===== config.mk =====
export PLATFORM = sky130hd
export DESIGN_NAME = dma_channel_scheduler
export DESIGN_NICKNAME = d
export VERILOG_FILES = /design/src/rtl/dma_channel_scheduler.sv
export SDC_FILE = /design/constraint.sdc
export NUM_CORES = 1
export LEC_CHECK = 0
export BUFFER_PORTS_ARGS = -buffer_cell sky130_fd_sc_hd__buf_2
export CAP_MARGIN = 15
export CORE_AREA = 8 8 168 170
export DETAILED_ROUTE_END_ITERATION = 12
export DIE_AREA = 0 0 176 178
export PLACE_DENSITY = 0.69
export SYNTH_ARGS = -nofsm -noshare
export SYNTH_HDL_FRONTEND = slang
export SYNTH_SLANG_ARGS = --single-unit

===== constraint.sdc =====
create_clock -name iClk -period 3.3 [get_ports iClk]
set_input_delay 0 -clock iClk [delete_from_list [all_inputs] [get_ports iClk]]
set_output_delay 0 -clock iClk [all_outputs]
set_load 0.02 [all_outputs]

===== src/rtl/dma_channel_scheduler.sv =====
// dma_channel_scheduler: round-robin front end that programs the DMA
// control slave for one requester at a time and watches for completion.
//   iClk, iReset_n          clock, async active-low reset
//   iReq/iSrc/iDst/iLen     per-channel request level and descriptor
//   oAck/oErr               one-cycle completion / watchdog pulses
//   oBusy, oChannel         activity flag and granted channel
//   oDMA_*                  DMA control-slave register write port
//   iDMA_done               DMA write-master done level
module dma_channel_scheduler #(
  parameter int NUM_CH  = 4,
  parameter int CH_W    = 2,
  parameter int TIMEOUT = 65535
) (
  input  logic                iClk,
  input  logic                iReset_n,
  input  logic [NUM_CH-1:0]   iReq,
  input  logic [32*NUM_CH-1:0] iSrc,
  input  logic [32*NUM_CH-1:0] iDst,
  input  logic [32*NUM_CH-1:0] iLen,
  output logic [NUM_CH-1:0]   oAck,
  output logic [NUM_CH-1:0]   oErr,
  output logic                oBusy,
  output logic [CH_W-1:0]     oChannel,
  output logic                oDMA_chipselect_n,
  output logic                oDMA_write,
  output logic [2:0]          oDMA_address,
  output logic [31:0]         oDMA_writedata,
  input  logic                iDMA_done
);

  localparam logic [31:0] TO = 32'(TIMEOUT);

  typedef enum logic [2:0] {
    S_IDLE,
    S_WR_SRC,
    S_WR_DST,
    S_WR_LEN,
    S_WR_GO,
    S_WAIT,
    S_DONE,
    S_ERR
  } state_e;

  state_e          state_q, state_d;
  logic [CH_W-1:0] ch_q, ch_d;
  logic [CH_W-1:0] ptr_q, ptr_d;
  logic [31:0]     src_q, src_d;
  logic [31:0]     dst_q, dst_d;
  logic [31:0]     len_q, len_d;
  logic [31:0]     wdog_q, wdog_d;
  logic            done_q;

  logic            gnt_vld;
  logic [CH_W-1:0] gnt_idx;
  logic [CH_W:0]   rr_sum;
  logic [CH_W-1:0] rr_idx;
  logic [31:0]     sel_src, sel_dst, sel_len;
  logic [NUM_CH-1:0] ch_oh;
  logic            done_edge;

  // Scan from the farthest offset down so the nearest set bit
  // after the pointer is the one left standing.
  always_comb begin
    gnt_vld = 1'b0;
    gnt_idx = '0;
    rr_sum  = '0;
    rr_idx  = '0;
    for (int i = NUM_CH; i >= 1; i--) begin
      rr_sum = {1'b0, ptr_q} + (CH_W+1)'(i);
      if (rr_sum >= (CH_W+1)'(NUM_CH))
        rr_sum = rr_sum - (CH_W+1)'(NUM_CH);
      rr_idx = rr_sum[CH_W-1:0];
      if (iReq[rr_idx]) begin
        gnt_vld = 1'b1;
        gnt_idx = rr_idx;
      end
    end
  end

  always_comb begin
    sel_src = '0;
    sel_dst = '0;
    sel_len = '0;
    for (int k = 0; k < NUM_CH; k++) begin
      if (gnt_idx == CH_W'(k)) begin
        sel_src = iSrc[32*k +: 32];
        sel_dst = iDst[32*k +: 32];
        sel_len = iLen[32*k +: 32];
      end
    end
  end

  assign ch_oh     = NUM_CH'(1) << ch_q;
  // Only a fresh rising edge counts; a level left high by the
  // previous transfer must not complete the current one.
  assign done_edge = iDMA_done & ~done_q;

  always_comb begin
    state_d = state_q;
    ch_d    = ch_q;
    ptr_d   = ptr_q;
    src_d   = src_q;
    dst_d   = dst_q;
    len_d   = len_q;
    wdog_d  = wdog_q;
    oAck    = '0;
    oErr    = '0;
    oDMA_chipselect_n = 1'b1;
    oDMA_write        = 1'b0;
    oDMA_address      = 3'd0;
    oDMA_writedata    = 32'd0;
    unique case (state_q)
      S_IDLE: begin
        if (gnt_vld) begin
          ch_d    = gnt_idx;
          ptr_d   = gnt_idx;
          src_d   = sel_src;
          dst_d   = sel_dst;
          len_d   = sel_len;
          state_d = (sel_len == 32'd0) ? S_DONE : S_WR_SRC;
        end
      end
      S_WR_SRC: begin
        oDMA_chipselect_n = 1'b0;
        oDMA_write        = 1'b1;
        oDMA_address      = 3'd0;
        oDMA_writedata    = src_q;
        state_d           = S_WR_DST;
      end
      S_WR_DST: begin
        oDMA_chipselect_n = 1'b0;
        oDMA_write        = 1'b1;
        oDMA_address      = 3'd1;
        oDMA_writedata    = dst_q;
        state_d           = S_WR_LEN;
      end
      S_WR_LEN: begin
        oDMA_chipselect_n = 1'b0;
        oDMA_write        = 1'b1;
        oDMA_address      = 3'd2;
        oDMA_writedata    = len_q;
        state_d           = S_WR_GO;
      end
      S_WR_GO: begin
        oDMA_chipselect_n = 1'b0;
        oDMA_write        = 1'b1;
        oDMA_address      = 3'd3;
        oDMA_writedata    = 32'd1;
        state_d           = S_WAIT;
      end
      S_WAIT: begin
        wdog_d = wdog_q + 32'd1;
        if (done_edge)
          state_d = S_DONE;
        else if (TO != 32'd0 && wdog_d == TO)
          state_d = S_ERR;
      end
      S_DONE: begin
        oAck    = ch_oh;
        wdog_d  = '0;
        state_d = S_IDLE;
      end
      S_ERR: begin
        oErr    = ch_oh;
        wdog_d  = '0;
        state_d = S_IDLE;
      end
      default: state_d = S_IDLE;
    endcase
  end

  always_ff @(posedge iClk or negedge iReset_n) begin
    if (!iReset_n) begin
      state_q <= S_IDLE;
      ch_q    <= '0;
      ptr_q   <= CH_W'(NUM_CH - 1);
      src_q   <= '0;
      dst_q   <= '0;
      len_q   <= '0;
      wdog_q  <= '0;
      done_q  <= 1'b0;
    end else begin
      state_q <= state_d;
      ch_q    <= ch_d;
      ptr_q   <= ptr_d;
      src_q   <= src_d;
      dst_q   <= dst_d;
      len_q   <= len_d;
      wdog_q  <= wdog_d;
      done_q  <= iDMA_done;
    end
  end

  assign oBusy    = (state_q != S_IDLE);
  assign oChannel = ch_q;

endmodule


Word-level counts from Yosys, hierarchy flattened
Cells that the tools add are included.
- register bits after elaboration: 136
- logic and storage cells: 94
- $lt $le $gt $ge: 8
- shift operators: 1
- add/subtract/negate cells: 9
- bitwise logic cells: 2
- multiplexer cells: 44
- reduce and logical (&&, ||, !) cells: 9
- equal/unequal tests: 13
- operator list (kind ; count):
    $mux 32 ; 12
    $pmux 32 s4 ; 1
    $pmux 32 s2 ; 1
    $add 32x1->32 const B ; 1
    $eq 32x16->1 const B ; 1
    $logic_not 32->1 ; 1
    $pmux 3 s7 ; 1
    $mux 2 ; 8
    $eq 3x3->1 const B ; 4
    $ge 3x3->1 const B ; 4
    $lt 2x3->1 const B ; 4
    $mux 3 ; 4
    $mux 1 ; 10
    $bmux 1 s2 ; 4
    $mux 4 ; 2
    $sub 2x1->2 const B ; 4
    $add 2x2->3 const B ; 2
    $eq 3x2->1 const B ; 2
    $pmux 2 s3 ; 1
    $eq 2x2->1 const B ; 2
    $reduce_and 2->1 ; 2
    $reduce_or 4->1 ; 1
    $shl 1x2->4 const A ; 1
    $add 2x1->3 const B ; 1
    12 further kinds ; 12

Depth between registers and ports, before layout
Gate-level depths: netlist of the first run.
- depth after elaboration: 18
- depth in mapped cells: 12
- gate-level depth less buffers: 9

Worst setup path after synthesis of the first run
OpenSTA, ideal clock, no wires.
- path type: register to register
- start point: register wdog_q[0]
- end point: register state_q[1]
- arrival: 2.679 ns
- path buffers: 1
- cell stages (with the launch flop): 11
- library setup time: 0.064 ns
- required time: 3.236 ns
- slack: 0.558 ns
- cell sequence: dfrtp_1 > ha_1 > buf_2 > nand4_2 > nor4_1 > nand3_1 > xnor2_1 > nor4b_1 > o2bb2ai_1 > nor4_1 > o32a_2
- longest elaborated chain between the ends: 4
- RTL lines (element ; RTL line ; text):
    start: declaration ; 50 ; logic [31:0] wdog_q, wdog_d;
    start signal: assignment ; 189 ; wdog_q <= wdog_d;
    $add 32x1->32 ; 152 ; wdog_d = wdog_q + 32'd1;
    $eq 32x16->1 ; 155 ; else if (TO != 32'd0 && wdog_d == TO)
    $ne 3x3->1 (no source line) ; - ;
    $reduce_and 2->1 (no source line) ; - ;
    end signal: assignment ; 183 ; state_q <= state_d;
    end: declaration ; 44 ; state_e state_q, state_d;
Every way passes these cells.
A chain may end at the register's enable or synchronous reset.

Worst setup path in the final report of the first run
- start point: register ptr_q[1]
- end point: register state_q[1]
- longest elaborated chain between the ends: 18
- RTL lines (element ; RTL line ; text):
    start: declaration ; 46 ; logic [CH_W-1:0] ptr_q, ptr_d;
    start signal: assignment ; 176 ; ptr_q <= CH_W'(NUM_CH - 1);
    start signal: assignment ; 185 ; ptr_q <= ptr_d;
    $add 2x3->3 ; 69 ; rr_sum = {1'b0, ptr_q} + (CH_W+1)'(i);
    $ge 3x3->1 or $sub 2x1->2 (tied branches) ; 70, 71 ;
    $mux 2 ; 70 ; if (rr_sum >= (CH_W+1)'(NUM_CH))
    $bmux 1 s2 ; 73 ; if (iReq[rr_idx]) begin
    $mux 1 (not written as such) ; 73 ;
    $mux 2 (4 in series) ; 73 ;
    $logic_not 2->1 ; 85 ; if (gnt_idx == CH_W'(k)) begin
    $mux 32 (4 in series) ; 85 ;
    $logic_not 32->1 ; 120 ; state_d = (sel_len == 32'd0) ? S_DONE : S_WR_SRC;
    $mux 3 ; 120 ;
    $mux 3 ; 114 ; if (gnt_vld) begin
    $pmux 3 s7 ; 112 ; unique case (state_q)
Several ways; a longest one is shown, not always the timed one. The select of a mux whose other input is x is not followed.

==> report_table.html, run 1 <==
<table>
<tr><th>Metric</th><th>Value</th></tr>
<tr><th colspan="2">Layout</th></tr>
<tr><td>Nets</td><td>2485</td></tr>
<tr><td>Proportion of layout cells with a drive suffix above 1</td><td>26.1%</td></tr>
<tr><td>Syn-to-layout area delta</td><td>55.5%</td></tr>
<tr><th colspan="2">Routing</th></tr>
<tr><td>Detail Route Antenna Nets</td><td>0</td></tr>
<tr><td>Routed len/inst</td><td>19.8 um</td></tr>
<tr><td>Drt pass-1 iters</td><td>6</td></tr>
<tr><td>Drc violations</td><td>0</td></tr>
<tr><td>Starting DRT DRC Count</td><td>1377</td></tr>
<tr><td>Post-detailed-routing wire length</td><td>48400 um</td></tr>
<tr><td>Via-per-instance ratio</td><td>5.50</td></tr>
<tr><td>Total via count in the routed design</td><td>13437</td></tr>
<tr><th colspan="2">Flow run</th></tr>
<tr><td>Max-Cap Viols</td><td>0</td></tr>
<tr><th colspan="2">Global routing</th></tr>
<tr><td>Global-route wire length before repair</td><td>74600 um</td></tr>
<tr><td>GRT Total Usage</td><td>30.0%</td></tr>
<tr><td>Number of antenna violations at the first check in global routing</td><td>1</td></tr>
<tr><td>Maximum number of pins on one net before global-route repair</td><td>98</td></tr>
<tr><td>Grt total ovfl</td><td>0</td></tr>
<tr><td>Via count of the first global-routing pass</td><td>13710</td></tr>
<tr><th colspan="2">Clocking</th></tr>
<tr><td>Setup Fix Bufs, Post-CTS</td><td>0</td></tr>
<tr><td>Root Driver</td><td>sky130_fd_sc_hd__clkbuf_16</td></tr>
<tr><td>Post-CTS clock slew at the launch and capture registers of the worst setup and hold paths</td><td>70 ps</td></tr>
<tr><td>TritonCTS buffer count</td><td>17</td></tr>
<tr><td>Source-to-sink clock delay at the later pin of the worst-skew pair</td><td>430 ps</td></tr>
<tr><td>Maximum level of the CTS H-tree</td><td>4</td></tr>
<tr><td>Clock sink count</td><td>136</td></tr>
<tr><td>Clock tree from TritonCTS</td><td>yes</td></tr>
<tr><td>Maximum number of buffers from clock root to sink</td><td>2</td></tr>
<tr><th colspan="2">Power and ir drop</th></tr>
<tr><td>P per Cell Area</td><td>785 mW/mm^2</td></tr>
<tr><td>Largest vdd supply drop</td><td>659 uV</td></tr>
<tr><td>Leakage power figure</td><td>7.81 nW</td></tr>
<tr><th colspan="2">Yosys</th></tr>
<tr><td>Area share of the largest cell type after synthesis</td><td>33.2%</td></tr>
<tr><td>Netlist Area Pre-Place</td><td>0.0101 sq mm</td></tr>
<tr><td>Yosys Warn Count</td><td>0</td></tr>
<tr><td>Post-synthesis cell type with the largest combined area</td><td>sky130_fd_sc_hd__dfrtp_1</td></tr>
<tr><td>Post-synthesis cell type count</td><td>60</td></tr>
<tr><td>Flip-flop and latch count after synthesis</td><td>136</td></tr>
<tr><td>Post-synthesis async set-or-reset flop share</td><td>100%</td></tr>
<tr><td>Post-synthesis net count</td><td>1861</td></tr>
<tr><td>Predominant post-synthesis flop cell</td><td>sky130_fd_sc_hd__dfrtp_1</td></tr>
<tr><td>Top area cells in the synthesized netlist</td><td>sky130_fd_sc_hd__dfrtp_1 33%, sky130_fd_sc_hd__nand2_1 21%, sky130_fd_sc_hd__nand3_1 12%</td></tr>
<tr><td>Gate count after technology mapping</td><td>1468</td></tr>
<tr><td>Number of enable-type register cells in the synthesized netlist</td><td>0</td></tr>
<tr><td>Synthesized area divided by synthesized cell count</td><td>6.87 sq um</td></tr>
<tr><td>Share of the yosys chip area belonging to registers</td><td>33.8%</td></tr>
<tr><th colspan="2">Critical path</th></tr>
<tr><td>Slowest cell on the critical path</td><td>sky130_fd_sc_hd__dfstp_2</td></tr>
<tr><td>CP Class</td><td>reg2reg</td></tr>
<tr><td>Critical Path Source Type</td><td>flop</td></tr>
<tr><td>Arrival time of data at the critical path endpoint</td><td>3490 ps</td></tr>
<tr><td>Crit path max-delay family</td><td>compound AO/OA/AOI/OAI gates</td></tr>
<tr><td>Required time at the endpoint of the critical path</td><td>3620 ps</td></tr>
<tr><td>Type of destination of the critical path</td><td>flop</td></tr>
<tr><td>Cells along the critical path</td><td>nand2b_1, a21boi_1, o221ai_4, buf_4, nand2_1, a22oi_1, nand4b_1, nor4_4, o32a_2</td></tr>
<tr><td>Count of buffer and inverter cells on the critical path</td><td>1</td></tr>
<tr><td>Slowest cell delay on critical path</td><td>640 ps</td></tr>
<tr><td>Highest fanout seen on the critical path</td><td>39</td></tr>
<tr><th colspan="2">STA</th></tr>
<tr><td>Crit share post-route</td><td>96.2%</td></tr>
<tr><td>Setup TNS after final layout</td><td>0 ps</td></tr>
<tr><td>RSZ-0062 raised after global routing</td><td>false</td></tr>
<tr><td>Tightest Pin Transition</td><td>849 ps</td></tr>
<tr><td>Final Critical Period</td><td>3180 ps</td></tr>
<tr><td>Max Freq</td><td>315 MHz</td></tr>
<tr><td>Skew final</td><td>20.3 ps</td></tr>
<tr><td>Number of setup violations in the final report</td><td>0</td></tr>
<tr><td>Worst slew margin relative to its limit</td><td>43.4%</td></tr>
<tr><td>Hold WS</td><td>-5.18 ps</td></tr>
<tr><td>Final hold violations</td><td>1</td></tr>
<tr><td>Number of pins exceeding their max-slew limit in the final report</td><td>0</td></tr>
<tr><th colspan="2">Min path</th></tr>
<tr><td>Worst min-delay path category</td><td>in2reg</td></tr>
<tr><th colspan="2">Run status</th></tr>
<tr><td>Outcome</td><td>finished with violations</td></tr>
<tr><td>Failing checks</td><td>hold timing</td></tr>
<tr><th colspan="2">Floorplan</th></tr>
<tr><td>IO Pins</td><td>439</td></tr>
<tr><td>Placement Rows</td><td>59</td></tr>
<tr><td>Core ar.</td><td>0.0256 sq mm</td></tr>
<tr><td>Chip Height</td><td>178 um</td></tr>
<tr><td>Full die area</td><td>0.0313 sq mm</td></tr>
<tr><td>Horiz. Die Dim</td><td>176 um</td></tr>
<tr><td>Initial standard-cell utilization of the core</td><td>39.4%</td></tr>
<tr><th colspan="2">Placement</th></tr>
<tr><td>Weighted congestion at the end of routability-driven global placement</td><td>0.911</td></tr>
<tr><td>Number of buffers inserted by port buffering</td><td>437</td></tr>
<tr><td>Post-DP HPWL</td><td>33400 um</td></tr>
</table>
## registers in the layout, summed over array words and instances, names as in the netlist
signal,flops
dst_q,32
ptr_q,2
len_q,32
done_q,1
src_q,32
wdog_q,32
state_q,3
oChannel,2
## where the power goes
group          internal, W  switching [W]  total (W)
registers          0.00234       0.000467    0.00281
clock network      0.00104       0.000908    0.00194
logic              0.00304        0.00452    0.00756
## worst paths after layout
kind	endpoint	startpoint	slack, ps	cells after the start
max in group asynchronous	dst_q[30]$_DFFE_PN0P_	iReset_n	2160	3
min in group asynchronous	oChannel[1]$_DFFE_PN0P_	iReset_n	180	2
setup reg to reg	state_q[1]$_DFFE_PN0P_	ptr_q[1]$_DFFE_PN1P_	120	9
hold reg to reg	dst_q[28]$_DFFE_PN0P_	dst_q[28]$_DFFE_PN0P_	470	2
hold / removal	len_q[28]$_DFFE_PN0P_	iLen[28]	-5	5
setup / recovery	state_q[1]$_DFFE_PN0P_	ptr_q[1]$_DFFE_PN1P_	120	9
## stage by stage
step	worst slack (ps)	power [W]	area, sq um	util, %	std cells
floorplan	558	0.00705	10100	-	1468
global placement	247	0.00912	12500	48.8	2153
detailed placement	119	0.00922	12500	48.8	2153
CTS	74.4	0.0121	15700	61.2	2440
global route	9.85	0.0131	15700	61.2	2441
finish	124	0.0123	15700	61.3	2442
## worst min-delay path: cells and delay by family
kind,cells,cell delay (ps)
buffers and inverters,1,90
and+or+nand+nor,4,290
## what timing repair did
item / 4_1_cts / 5_1_grt
endpoints found under the setup margin: 0 / 60
hold endpoints to repair: 158 / 0
hold buffers: 255 / 0
gates resized for setup: 0 / 4
## cells in the final DEF, fill, tap and decap left out, types with 3 or more instances in the layout
cell type / instances
sky130_fd_sc_hd__dfrtp_1: 133
sky130_fd_sc_hd__inv_8: 6
sky130_fd_sc_hd__buf_4: 24
sky130_fd_sc_hd__a22oi_1: 37
sky130_fd_sc_hd__and3_1: 10
sky130_fd_sc_hd__mux2i_1: 51
sky130_fd_sc_hd__clkbuf_16: 17
sky130_fd_sc_hd__buf_2: 436
sky130_fd_sc_hd__buf_12: 3
sky130_fd_sc_hd__buf_6: 4
sky130_fd_sc_hd__nor4_1: 16
sky130_fd_sc_hd__nand4_1: 11
sky130_fd_sc_hd__nand2_1: 556
sky130_fd_sc_hd__nand2b_1: 3
sky130_fd_sc_hd__clkinv_8: 6
sky130_fd_sc_hd__inv_1: 8
sky130_fd_sc_hd__mux2_2: 35
sky130_fd_sc_hd__nor2b_1: 4
sky130_fd_sc_hd__nor3_1: 14
sky130_fd_sc_hd__a31oi_1: 12
sky130_fd_sc_hd__nor2_1: 70
sky130_fd_sc_hd__nor3b_1: 3
sky130_fd_sc_hd__dlygate4sd3_1: 255
sky130_fd_sc_hd__xnor2_1: 5
sky130_fd_sc_hd__and2_1: 7
sky130_fd_sc_hd__nand3_1: 240
sky130_fd_sc_hd__o31ai_1: 14
sky130_fd_sc_hd__o21ai_0: 48
sky130_fd_sc_hd__or4_1: 4
sky130_fd_sc_hd__inv_6: 3
sky130_fd_sc_hd__a21oi_1: 26
## cell type report
| type | instances | area (sq um) |
|---|---|---|
| antenna | 2 | 5.00 |
| tap | 335 | 419 |
| timing repair buffer | 722 | 5020 |
| multi-input combinational | 1207 | 6190 |
| clock buffer | 17 | 425 |
| fill | 2201 | 9930 |
| clock inverter | 15 | 191 |
| sequential | 136 | 3410 |
| inverter | 8 | 30.0 |
## cell families (layout without fill, tap and decap cells)
kind of cell / Yosys count / in the layout / synth area share [%]
AO/OA/AOI/OAI: 158 / 158 / 10.2
buffers and inverters: 125 / 762 / 5.41
adder cells (fa/ha/maj): 2 / 2 / 0.248
other: 1 / 3 / 0.0372
multiplexers: 87 / 87 / 9.08
flip-flops: 136 / 136 / 33.8
XOR/XNOR: 7 / 7 / 0.608
AND/OR/NAND/NOR: 952 / 952 / 40.7
## synth_stat cells, drive strengths merged, types with 10 or more instances
cell,n
a21oi,26
a22oi,37
a31oi,13
and3,10
buf,36
clkbuf,81
dfrtp,134
mux2,36
mux2i,51
nand2,556
nand3,240
nand4,12
nor2,71
nor3,14
nor4,17
o21ai,49
o31ai,15
## metal layers
layer / wire length [um] / global-route usage [%]
met2: 24200 / 52.3
met1: 18400 / 34.9
met5: 0 / 0
met4: 2590 / 14.8
met3: 3140 / 5.80
No activity file was read; power rests on OpenSTA's default activity.
==> inputs of run 2 (changes only) <==
--- a/config.mk
+++ b/config.mk
@@ -7,10 +7,11 @@
 export LEC_CHECK = 0
 export BUFFER_PORTS_ARGS = -buffer_cell sky130_fd_sc_hd__buf_2
 export CAP_MARGIN = 15
-export CORE_AREA = 8 8 168 170
+export CORE_AREA = 8 8 166 168
 export DETAILED_ROUTE_END_ITERATION = 12
-export DIE_AREA = 0 0 176 178
-export PLACE_DENSITY = 0.69
+export DIE_AREA = 0 0 174 176
+export PLACE_DENSITY = 0.7
+export SKIP_CTS_REPAIR_TIMING = 1
 export SYNTH_ARGS = -nofsm -noshare
 export SYNTH_HDL_FRONTEND = slang
 export SYNTH_SLANG_ARGS = --single-unit
==> run 2 against run 1 <==
The run still ends with hold timing left. First-iteration DRC count up 14%. Sequential power hardly changed. Cell area fell by 4.2%. Critical path type unchanged. Largest power group unchanged. Clock power is 2% lower. Non-clock buffer count fell by 60.
==> report_table.html, run 2 (synthesis gave the netlist of run 1 again) <==
<table>
<tr><th>Metric</th><th>Value</th></tr>
<tr><th colspan="2">Clocking</th></tr>
<tr><td>Maximum number of buffers from clock root to sink</td><td>2 (unchanged)</td></tr>
<tr><td>Source-to-sink clock delay at the later pin of the worst-skew pair</td><td>430 ps (about the same)</td></tr>
<tr><td>Clock tree from TritonCTS</td><td>yes (unchanged)</td></tr>
<tr><td>Maximum level of the CTS H-tree</td><td>4 (unchanged)</td></tr>
<tr><td>Clock sink count</td><td>136 (unchanged)</td></tr>
<tr><td>TritonCTS buffer count</td><td>17 (unchanged)</td></tr>
<tr><td>Root Driver</td><td>sky130_fd_sc_hd__clkbuf_16 (unchanged)</td></tr>
<tr><td>Post-CTS clock slew at the launch and capture registers of the worst setup and hold paths</td><td>70 ps (about the same)</td></tr>
<tr><th colspan="2">Power and ir drop</th></tr>
<tr><td>Leakage power figure</td><td>7.64 nW (was 7.81 nW)</td></tr>
<tr><td>Largest vdd supply drop</td><td>562 uV (was 659 uV)</td></tr>
<tr><td>P per Cell Area</td><td>770 mW/mm^2 (was 785 mW/mm^2)</td></tr>
<tr><th colspan="2">Floorplan</th></tr>
<tr><td>Placement Rows</td><td>58 (was 59)</td></tr>
<tr><td>IO Pins</td><td>439 (unchanged)</td></tr>
<tr><td>Chip Height</td><td>176 um (was 178 um)</td></tr>
<tr><td>Horiz. Die Dim</td><td>174 um (was 176 um)</td></tr>
<tr><td>Full die area</td><td>0.0306 sq mm (was 0.0313 sq mm)</td></tr>
<tr><td>Core ar.</td><td>0.0248 sq mm (was 0.0256 sq mm)</td></tr>
<tr><td>Initial standard-cell utilization of the core</td><td>40.6% (was 39.4%)</td></tr>
<tr><th colspan="2">Placement</th></tr>
<tr><td>Post-DP HPWL</td><td>32400 um (was 33400 um)</td></tr>
<tr><td>Instance area at placement</td><td>0.0125 sq mm (about the same)</td></tr>
<tr><td>Worst Setup Slack post-DPL</td><td>230 ps (was 119 ps)</td></tr>
<tr><td>Placed cell count</td><td>2148 (was 2153)</td></tr>
<tr><td>Weighted congestion at the end of routability-driven global placement</td><td>0.958 (was 0.911)</td></tr>
<tr><td>Number of buffers inserted by port buffering</td><td>437 (unchanged)</td></tr>
<tr><th colspan="2">Critical path</th></tr>
<tr><td>Required time at the endpoint of the critical path</td><td>3680 ps (was 3620 ps)</td></tr>
<tr><td>Highest fanout seen on the critical path</td><td>109 (was 39)</td></tr>
<tr><td>Arrival time of data at the critical path endpoint</td><td>3580 ps (was 3490 ps)</td></tr>
<tr><td>Type of destination of the critical path</td><td>flop (unchanged)</td></tr>
<tr><td>Critical Path Source Type</td><td>flop (unchanged)</td></tr>
<tr><td>CP Class</td><td>reg2reg (unchanged)</td></tr>
<tr><th colspan="2">Routing</th></tr>
<tr><td>Drc violations</td><td>0 (unchanged)</td></tr>
<tr><td>Total via count in the routed design</td><td>13412 (was 13437)</td></tr>
<tr><td>Starting DRT DRC Count</td><td>1568 (was 1377)</td></tr>
<tr><td>Drt pass-1 iters</td><td>6 (unchanged)</td></tr>
<tr><td>Via-per-instance ratio</td><td>5.63 (was 5.50)</td></tr>
<tr><td>Detail Route Antenna Nets</td><td>0 (unchanged)</td></tr>
<tr><td>Routed len/inst</td><td>20.1 um (was 19.8 um)</td></tr>
<tr><td>Post-detailed-routing wire length</td><td>47900 um (was 48400 um)</td></tr>
<tr><th colspan="2">Global routing</th></tr>
<tr><td>Met1 layer usage reported by global route</td><td>32.0% (was 34.9%)</td></tr>
<tr><td>Global-route wire length before repair</td><td>63600 um (was 74600 um)</td></tr>
<tr><td>Number of antenna violations at the first check in global routing</td><td>8 (was 1)</td></tr>
<tr><td>Maximum number of pins on one net before global-route repair</td><td>110 (was 98)</td></tr>
<tr><td>GRT met2 Usage</td><td>44.6% (was 52.3%)</td></tr>
<tr><td>Via count of the first global-routing pass</td><td>11348 (was 13710)</td></tr>
<tr><td>Met3 track demand over resource</td><td>5.98% (was 5.80%)</td></tr>
<tr><td>GR peak layer</td><td>met2 (unchanged)</td></tr>
<tr><td>Grt total ovfl</td><td>0 (unchanged)</td></tr>
<tr><td>GRT Total Usage</td><td>26.1% (was 30.0%)</td></tr>
<tr><th colspan="2">STA</th></tr>
<tr><td>Number of pins exceeding their max-slew limit in the final report</td><td>0 (unchanged)</td></tr>
<tr><td>Number of setup violations in the final report</td><td>0 (unchanged)</td></tr>
<tr><td>Skew final</td><td>17.1 ps (was 20.3 ps)</td></tr>
<tr><td>Final hold violations</td><td>21 (was 1)</td></tr>
<tr><td>Max Freq</td><td>312 MHz (was 315 MHz)</td></tr>
<tr><td>Crit share post-route</td><td>97.2% (was 96.2%)</td></tr>
<tr><td>Setup WS post-layout</td><td>93.2 ps (was 124 ps)</td></tr>
<tr><td>Final Critical Period</td><td>3210 ps (was 3180 ps)</td></tr>
<tr><td>Worst slew margin relative to its limit</td><td>24.3% (was 43.4%)</td></tr>
<tr><td>Tightest Pin Transition</td><td>1140 ps (was 849 ps)</td></tr>
<tr><td>Hold WS</td><td>-39.9 ps (was -5.18 ps)</td></tr>
<tr><th colspan="2">Run status</th></tr>
<tr><td>Failing checks</td><td>hold timing (unchanged)</td></tr>
<tr><td>Outcome</td><td>finished with violations (unchanged)</td></tr>
<tr><th colspan="2">Layout</th></tr>
<tr><td>Most used cells in the layout excluding fill and tap cells</td><td>556 x sky130_fd_sc_hd__nand2_1, 436 x sky130_fd_sc_hd__buf_2, 240 x sky130_fd_sc_hd__nand3_1 (was 556 x sky130_fd_sc_hd__nand2_1, 436 x sky130_fd_sc_hd__buf_2, 255 x sky130_fd_sc_hd__dlygate4sd3_1)</td></tr>
<tr><td>Util after Layout</td><td>60.6% (was 61.3%)</td></tr>
<tr><td>Most common cell after layout, fill and taps aside</td><td>sky130_fd_sc_hd__nand2_1 (unchanged)</td></tr>
<tr><td>Post-layout instance count excluding filler cells</td><td>2384 (was 2442)</td></tr>
<tr><td>Nets</td><td>2425 (was 2485)</td></tr>
<tr><td>Syn-to-layout area delta</td><td>49.0% (was 55.5%)</td></tr>
<tr><td>Proportion of layout cells with a drive suffix above 1</td><td>26.8% (was 26.1%)</td></tr>
<tr><td>Finished layout cell area</td><td>0.0150 sq mm (was 0.0157 sq mm)</td></tr>
<tr><th colspan="2">Flow run</th></tr>
<tr><td>Max-Cap Viols</td><td>0 (unchanged)</td></tr>
<tr><th colspan="2">Min path</th></tr>
<tr><td>Worst min-delay path category</td><td>in2reg (unchanged)</td></tr>
</table>
[run 2: through the flow]
step	total power [W]	setup TNS (ps)
2_1_floorplan	0.00705	0
3_3_place_gp	0.00909	0
3_5_place_dp	0.00920	0
4_1_cts	0.0111	0
5_1_grt	0.0123	-59.3
6_report	0.0116	0
[run 2: area by class of cell]
class	instances	area, sq um
Inverter	8	30.0
Tap cell	330	413
Antenna cell	9	22.5
Timing Repair Buffer	662	4400
Clock buffer	17	425
Multi-Input combinational cell	1207	6180
Sequential cell	136	3410
Clock inverter	15	155
Fill cell	2158	9790
[run 2: path summary, 6_finish.rpt]
path,depth (start not counted),startpoint,slack (ps),endpoint
min in group asynchronous,2,iReset_n,250,oChannel[0]$_DFFE_PN0P_
max in group asynchronous,3,iReset_n,2170,len_q[28]$_DFFE_PN0P_
worst max-delay path,9,ptr_q[1]$_DFFE_PN1P_,90,src_q[14]$_DFFE_PN0P_
worst min-delay path,5,iSrc[32],-40,src_q[0]$_DFFE_PN0P_
worst max register to register,9,ptr_q[1]$_DFFE_PN1P_,90,src_q[14]$_DFFE_PN0P_
worst min register to register,2,len_q[22]$_DFFE_PN0P_,480,len_q[22]$_DFFE_PN0P_
[run 2: worst max-delay path, cell delays in order, from the launching register on]
cell	delay, ps
sky130_fd_sc_hd__dfstp_2	620
sky130_fd_sc_hd__a21oi_1	140
sky130_fd_sc_hd__o31ai_4	680
sky130_fd_sc_hd__buf_4	280
sky130_fd_sc_hd__buf_12	330
sky130_fd_sc_hd__nand2_1	130
sky130_fd_sc_hd__nand3_1	120
sky130_fd_sc_hd__dlygate4sd3_1	560
sky130_fd_sc_hd__nand3_1	90
sky130_fd_sc_hd__nand2_1	80
[run 2: layer usage]
| layer | vias up | routed length (um) |
|---|---|---|
| met5 | - | 0 |
| met4 | 0 | 2220 |
| met3 | 185 | 4100 |
| met2 | 835 | 23400 |
| met1 | 6238 | 18200 |
| li1 | 6154 | - |
[run 2: where the power goes]
group          switching (W)  internal (W)
Sequential          0.000470       0.00234
Combinational        0.00439       0.00247
Clock               0.000834       0.00107
==> inputs of run 3 (changes only) <==
--- a/config.mk
+++ b/config.mk
@@ -10,6 +10,7 @@
 export CORE_AREA = 8 8 166 168
 export DETAILED_ROUTE_END_ITERATION = 12
 export DIE_AREA = 0 0 174 176
+export MAX_ROUTING_LAYER = met4
 export PLACE_DENSITY = 0.7
 export SKIP_CTS_REPAIR_TIMING = 1
 export SYNTH_ARGS = -nofsm -noshare
==> run 3 against run 2 <==
The run still ends with hold timing left. Sequential power about the same. Worst hold slack worse by 17 ps. First-iteration DRC count down 11%. Flip-flop and latch count unchanged. Register-to-register slack better by 40 ps. Die area unchanged. Maximum frequency up 1.4%. Via count down 3.8%. Critical endpoint is now state_q[1]$_DFFE_PN0P_. Largest cell class unchanged. Largest power group unchanged.
==> report_table.html, run 3 (synthesis gave the netlist of run 1 again) <==
<table>
<tr><th>Metric</th><th>Value</th></tr>
<tr><th colspan="2">STA</th></tr>
<tr><td>Final hold violations</td><td>22 (was 21)</td></tr>
<tr><td>Setup TNS after final layout</td><td>0 ps (unchanged)</td></tr>
<tr><td>Tightest Pin Transition</td><td>1050 ps (was 1140 ps)</td></tr>
<tr><td>Final Critical Period</td><td>3160 ps (was 3210 ps)</td></tr>
<tr><td>Crit share post-route</td><td>95.9% (was 97.2%)</td></tr>
<tr><td>Hold WS</td><td>-56.7 ps (was -39.9 ps)</td></tr>
<tr><td>Worst slew margin relative to its limit</td><td>30.1% (was 24.3%)</td></tr>
<tr><td>Max Freq</td><td>316 MHz (was 312 MHz)</td></tr>
<tr><td>Skew final</td><td>11.9 ps (was 17.1 ps)</td></tr>
<tr><td>RSZ-0062 raised after global routing</td><td>false</td></tr>
<tr><td>Number of pins exceeding their max-slew limit in the final report</td><td>0 (unchanged)</td></tr>
<tr><td>Number of setup violations in the final report</td><td>0 (unchanged)</td></tr>
<tr><th colspan="2">Global routing</th></tr>
<tr><td>Grt total ovfl</td><td>0 (unchanged)</td></tr>
<tr><td>GRT Total Usage</td><td>26.8% (was 26.1%)</td></tr>
<tr><td>Maximum number of pins on one net before global-route repair</td><td>113 (was 110)</td></tr>
<tr><td>Via count of the first global-routing pass</td><td>11502 (was 11348)</td></tr>
<tr><td>Number of antenna violations at the first check in global routing</td><td>0 (was 8)</td></tr>
<tr><td>Global-route wire length before repair</td><td>63700 um (was 63600 um)</td></tr>
<tr><th colspan="2">Floorplan</th></tr>
<tr><td>Horiz. Die Dim</td><td>174 um (unchanged)</td></tr>
<tr><td>Initial standard-cell utilization of the core</td><td>40.6% (unchanged)</td></tr>
<tr><td>Placement Rows</td><td>58 (unchanged)</td></tr>
<tr><td>IO Pins</td><td>439 (unchanged)</td></tr>
<tr><td>Chip Height</td><td>176 um (unchanged)</td></tr>
<tr><td>Core ar.</td><td>0.0248 sq mm (unchanged)</td></tr>
<tr><td>Full die area</td><td>0.0306 sq mm (unchanged)</td></tr>
<tr><th colspan="2">Clocking</th></tr>
<tr><td>Root Driver</td><td>sky130_fd_sc_hd__clkbuf_16 (unchanged)</td></tr>
<tr><td>Clock sink count</td><td>136 (unchanged)</td></tr>
<tr><td>Maximum level of the CTS H-tree</td><td>4 (unchanged)</td></tr>
<tr><td>Clock tree from TritonCTS</td><td>yes (unchanged)</td></tr>
<tr><td>Maximum number of buffers from clock root to sink</td><td>2 (unchanged)</td></tr>
<tr><td>Source-to-sink clock delay at the later pin of the worst-skew pair</td><td>420 ps (was 430 ps)</td></tr>
<tr><td>Post-CTS clock slew at the launch and capture registers of the worst setup and hold paths</td><td>60 ps (was 70 ps)</td></tr>
<tr><td>TritonCTS buffer count</td><td>17 (unchanged)</td></tr>
<tr><th colspan="2">Critical path</th></tr>
<tr><td>Type of destination of the critical path</td><td>flop (unchanged)</td></tr>
<tr><td>Slowest cell delay on critical path</td><td>630 ps (was 680 ps)</td></tr>
<tr><td>Crit path max-delay family</td><td>simple AND/OR/NAND/NOR gates (was buffers and inverters)</td></tr>
<tr><td>Required time at the endpoint of the critical path</td><td>3660 ps (was 3680 ps)</td></tr>
<tr><td>Crit Reg-Reg Startpoint</td><td>ptr_q[1]$_DFFE_PN1P_ (unchanged)</td></tr>
<tr><td>Worst Reg2Reg Path Length in Cells</td><td>9 (unchanged)</td></tr>
<tr><td>Count of buffer and inverter cells on the critical path</td><td>1 (was 3)</td></tr>
<tr><td>Slowest cell on the critical path</td><td>sky130_fd_sc_hd__dfstp_2 (was sky130_fd_sc_hd__o31ai_4)</td></tr>
<tr><td>Highest fanout seen on the critical path</td><td>15 (was 109)</td></tr>
<tr><td>Reg2Reg Setup Slack</td><td>140 ps (was 90 ps)</td></tr>
<tr><td>CP Class</td><td>reg2reg (unchanged)</td></tr>
<tr><td>Most common cell type on the critical path</td><td>sky130_fd_sc_hd__mux2i_1</td></tr>
<tr><td>Critical Path Source Type</td><td>flop (unchanged)</td></tr>
<tr><td>Capturing point of the worst reg2reg path</td><td>state_q[1]$_DFFE_PN0P_ (was src_q[14]$_DFFE_PN0P_)</td></tr>
<tr><td>Arrival time of data at the critical path endpoint</td><td>3520 ps (was 3580 ps)</td></tr>
<tr><td>Cells along the critical path</td><td>and3b_1, o31a_2, buf_4, mux2i_1, mux2i_1, nor4_1, nand4b_1, nor4_2, o32a_2 (was a21oi_1, o31ai_4, buf_4, buf_12, nand2_1, nand3_1, dlygate4sd3_1, nand3_1, nand2_1)</td></tr>
<tr><th colspan="2">Layout</th></tr>
<tr><td>Nets</td><td>2394 (was 2425)</td></tr>
<tr><td>Most used cells in the layout excluding fill and tap cells</td><td>556 x sky130_fd_sc_hd__nand2_1, 436 x sky130_fd_sc_hd__buf_2, 240 x sky130_fd_sc_hd__nand3_1 (unchanged)</td></tr>
<tr><td>Syn-to-layout area delta</td><td>45.8% (was 49.0%)</td></tr>
<tr><td>Combined flip-flop and latch cell area</td><td>0.00341 sq mm (unchanged)</td></tr>
<tr><td>Post-layout instance count excluding filler cells</td><td>2347 (was 2384)</td></tr>
<tr><td>Filler cell count</td><td>2252 (was 2158)</td></tr>
<tr><td>Most common cell after layout, fill and taps aside</td><td>sky130_fd_sc_hd__nand2_1 (unchanged)</td></tr>
<tr><td>Area of combinational cells with multiple inputs</td><td>0.00618 sq mm (unchanged)</td></tr>
<tr><td>Proportion of layout cells with a drive suffix above 1</td><td>27.1% (was 26.8%)</td></tr>
<tr><th colspan="2">Placement</th></tr>
<tr><td>Placed cell count</td><td>2146 (was 2148)</td></tr>
<tr><td>Post-DP HPWL</td><td>32200 um (was 32400 um)</td></tr>
<tr><td>Number of buffers inserted by port buffering</td><td>437 (unchanged)</td></tr>
<tr><td>Weighted congestion at the end of routability-driven global placement</td><td>0.956 (was 0.958)</td></tr>
<tr><th colspan="2">Routing</th></tr>
<tr><td>Routed len/inst</td><td>19.3 um (was 20.1 um)</td></tr>
<tr><td>Detail Route Antenna Nets</td><td>0 (unchanged)</td></tr>
<tr><td>Total via count in the routed design</td><td>12896 (was 13412)</td></tr>
<tr><td>Starting DRT DRC Count</td><td>1394 (was 1568)</td></tr>
<tr><td>Post-detailed-routing wire length</td><td>45400 um (was 47900 um)</td></tr>
<tr><td>Drc violations</td><td>0 (unchanged)</td></tr>
<tr><td>Drt pass-1 iters</td><td>5 (was 6)</td></tr>
<tr><td>Via-per-instance ratio</td><td>5.49 (was 5.63)</td></tr>
<tr><th colspan="2">Flow run</th></tr>
<tr><td>Max-Cap Viols</td><td>0 (unchanged)</td></tr>
<tr><th colspan="2">Power and ir drop</th></tr>
<tr><td>Leakage power figure</td><td>7.50 nW (was 7.64 nW)</td></tr>
<tr><td>Design Power</td><td>0.0114 W (was 0.0116 W)</td></tr>
<tr><td>P per Cell Area</td><td>773 mW/mm^2 (was 770 mW/mm^2)</td></tr>
<tr><td>Largest vdd supply drop</td><td>454 uV (was 562 uV)</td></tr>
<tr><th colspan="2">Run status</th></tr>
<tr><td>Failing checks</td><td>hold timing (unchanged)</td></tr>
<tr><td>Outcome</td><td>finished with violations (unchanged)</td></tr>
<tr><th colspan="2">Min path</th></tr>
<tr><td>Hold depth</td><td>5 (unchanged)</td></tr>
<tr><td>Hold Crit Endpoint</td><td>dst_q[22]$_DFFE_PN0P_ (was src_q[0]$_DFFE_PN0P_)</td></tr>
<tr><td>Worst min-delay path category</td><td>in2reg (unchanged)</td></tr>
<tr><td>HP Start</td><td>iDst[54] (was iSrc[32])</td></tr>
</table>
## run 3: how the worst max path moves through the flow
stage	startpoint	end	cells after the start
floorplan	wdog_q[0]$_DFFE_PN0P_	state_q[1]$_DFFE_PN0P_	10
global placement	ptr_q[1]$_DFFE_PN1P_	state_q[1]$_DFFE_PN0P_	9
detailed placement	ptr_q[1]$_DFFE_PN1P_	state_q[1]$_DFFE_PN0P_	9
CTS	ptr_q[1]$_DFFE_PN1P_	state_q[1]$_DFFE_PN0P_	9
global route	ptr_q[1]$_DFFE_PN1P_	state_q[1]$_DFFE_PN0P_	9
finish	ptr_q[1]$_DFFE_PN1P_	state_q[1]$_DFFE_PN0P_	9
## run 3: worst min-delay path: cells and delay by family
family	cells	cell delay, ps
buffers and inverters	1	70
AND/OR/NAND/NOR	4	260
## run 3: cell type report
class	instances	area share (%)
Multi-Input combinational cell	1207	42.0
Timing Repair Buffer	631	27.9
Sequential cell	136	23.2
Clock buffer	18	2.92
Tap cell	330	2.81
Clock inverter	14	0.936
Inverter	8	0.204
Antenna cell	3	0.0510
## run 3: per-stage QoR
| step | cell area [sq um] | worst slack (ps) | util [%] |
|---|---|---|---|
| 2_1_floorplan | 10100 | 558 | - |
| 3_3_place_gp | 12500 | 255 | 50.3 |
| 3_5_place_dp | 12500 | 201 | 50.3 |
| 4_1_cts | 13000 | 182 | 52.5 |
| 5_1_grt | 14700 | 22.6 | 59.2 |
| 6_report | 14700 | 136 | 59.3 |
## run 3: routing by layer
layer | track usage, % | wire (um) | vias to the layer above
met5 | - | 0 | -
met4 | 8.19 | 1900 | 0
met3 | 3.99 | 2970 | 133
met2 | 44.9 | 22400 | 680
met1 | 33.0 | 18100 | 6014
li1 | - | - | 6069
## run 3: power by group
part | switching, W | total [W] | internal [W]
clock | 0.000793 | 0.00185 | 0.00106
sequential | 0.000463 | 0.00280 | 0.00234
combinational | 0.00430 | 0.00671 | 0.00241
total | 0.00556 | 0.0114 | 0.00581
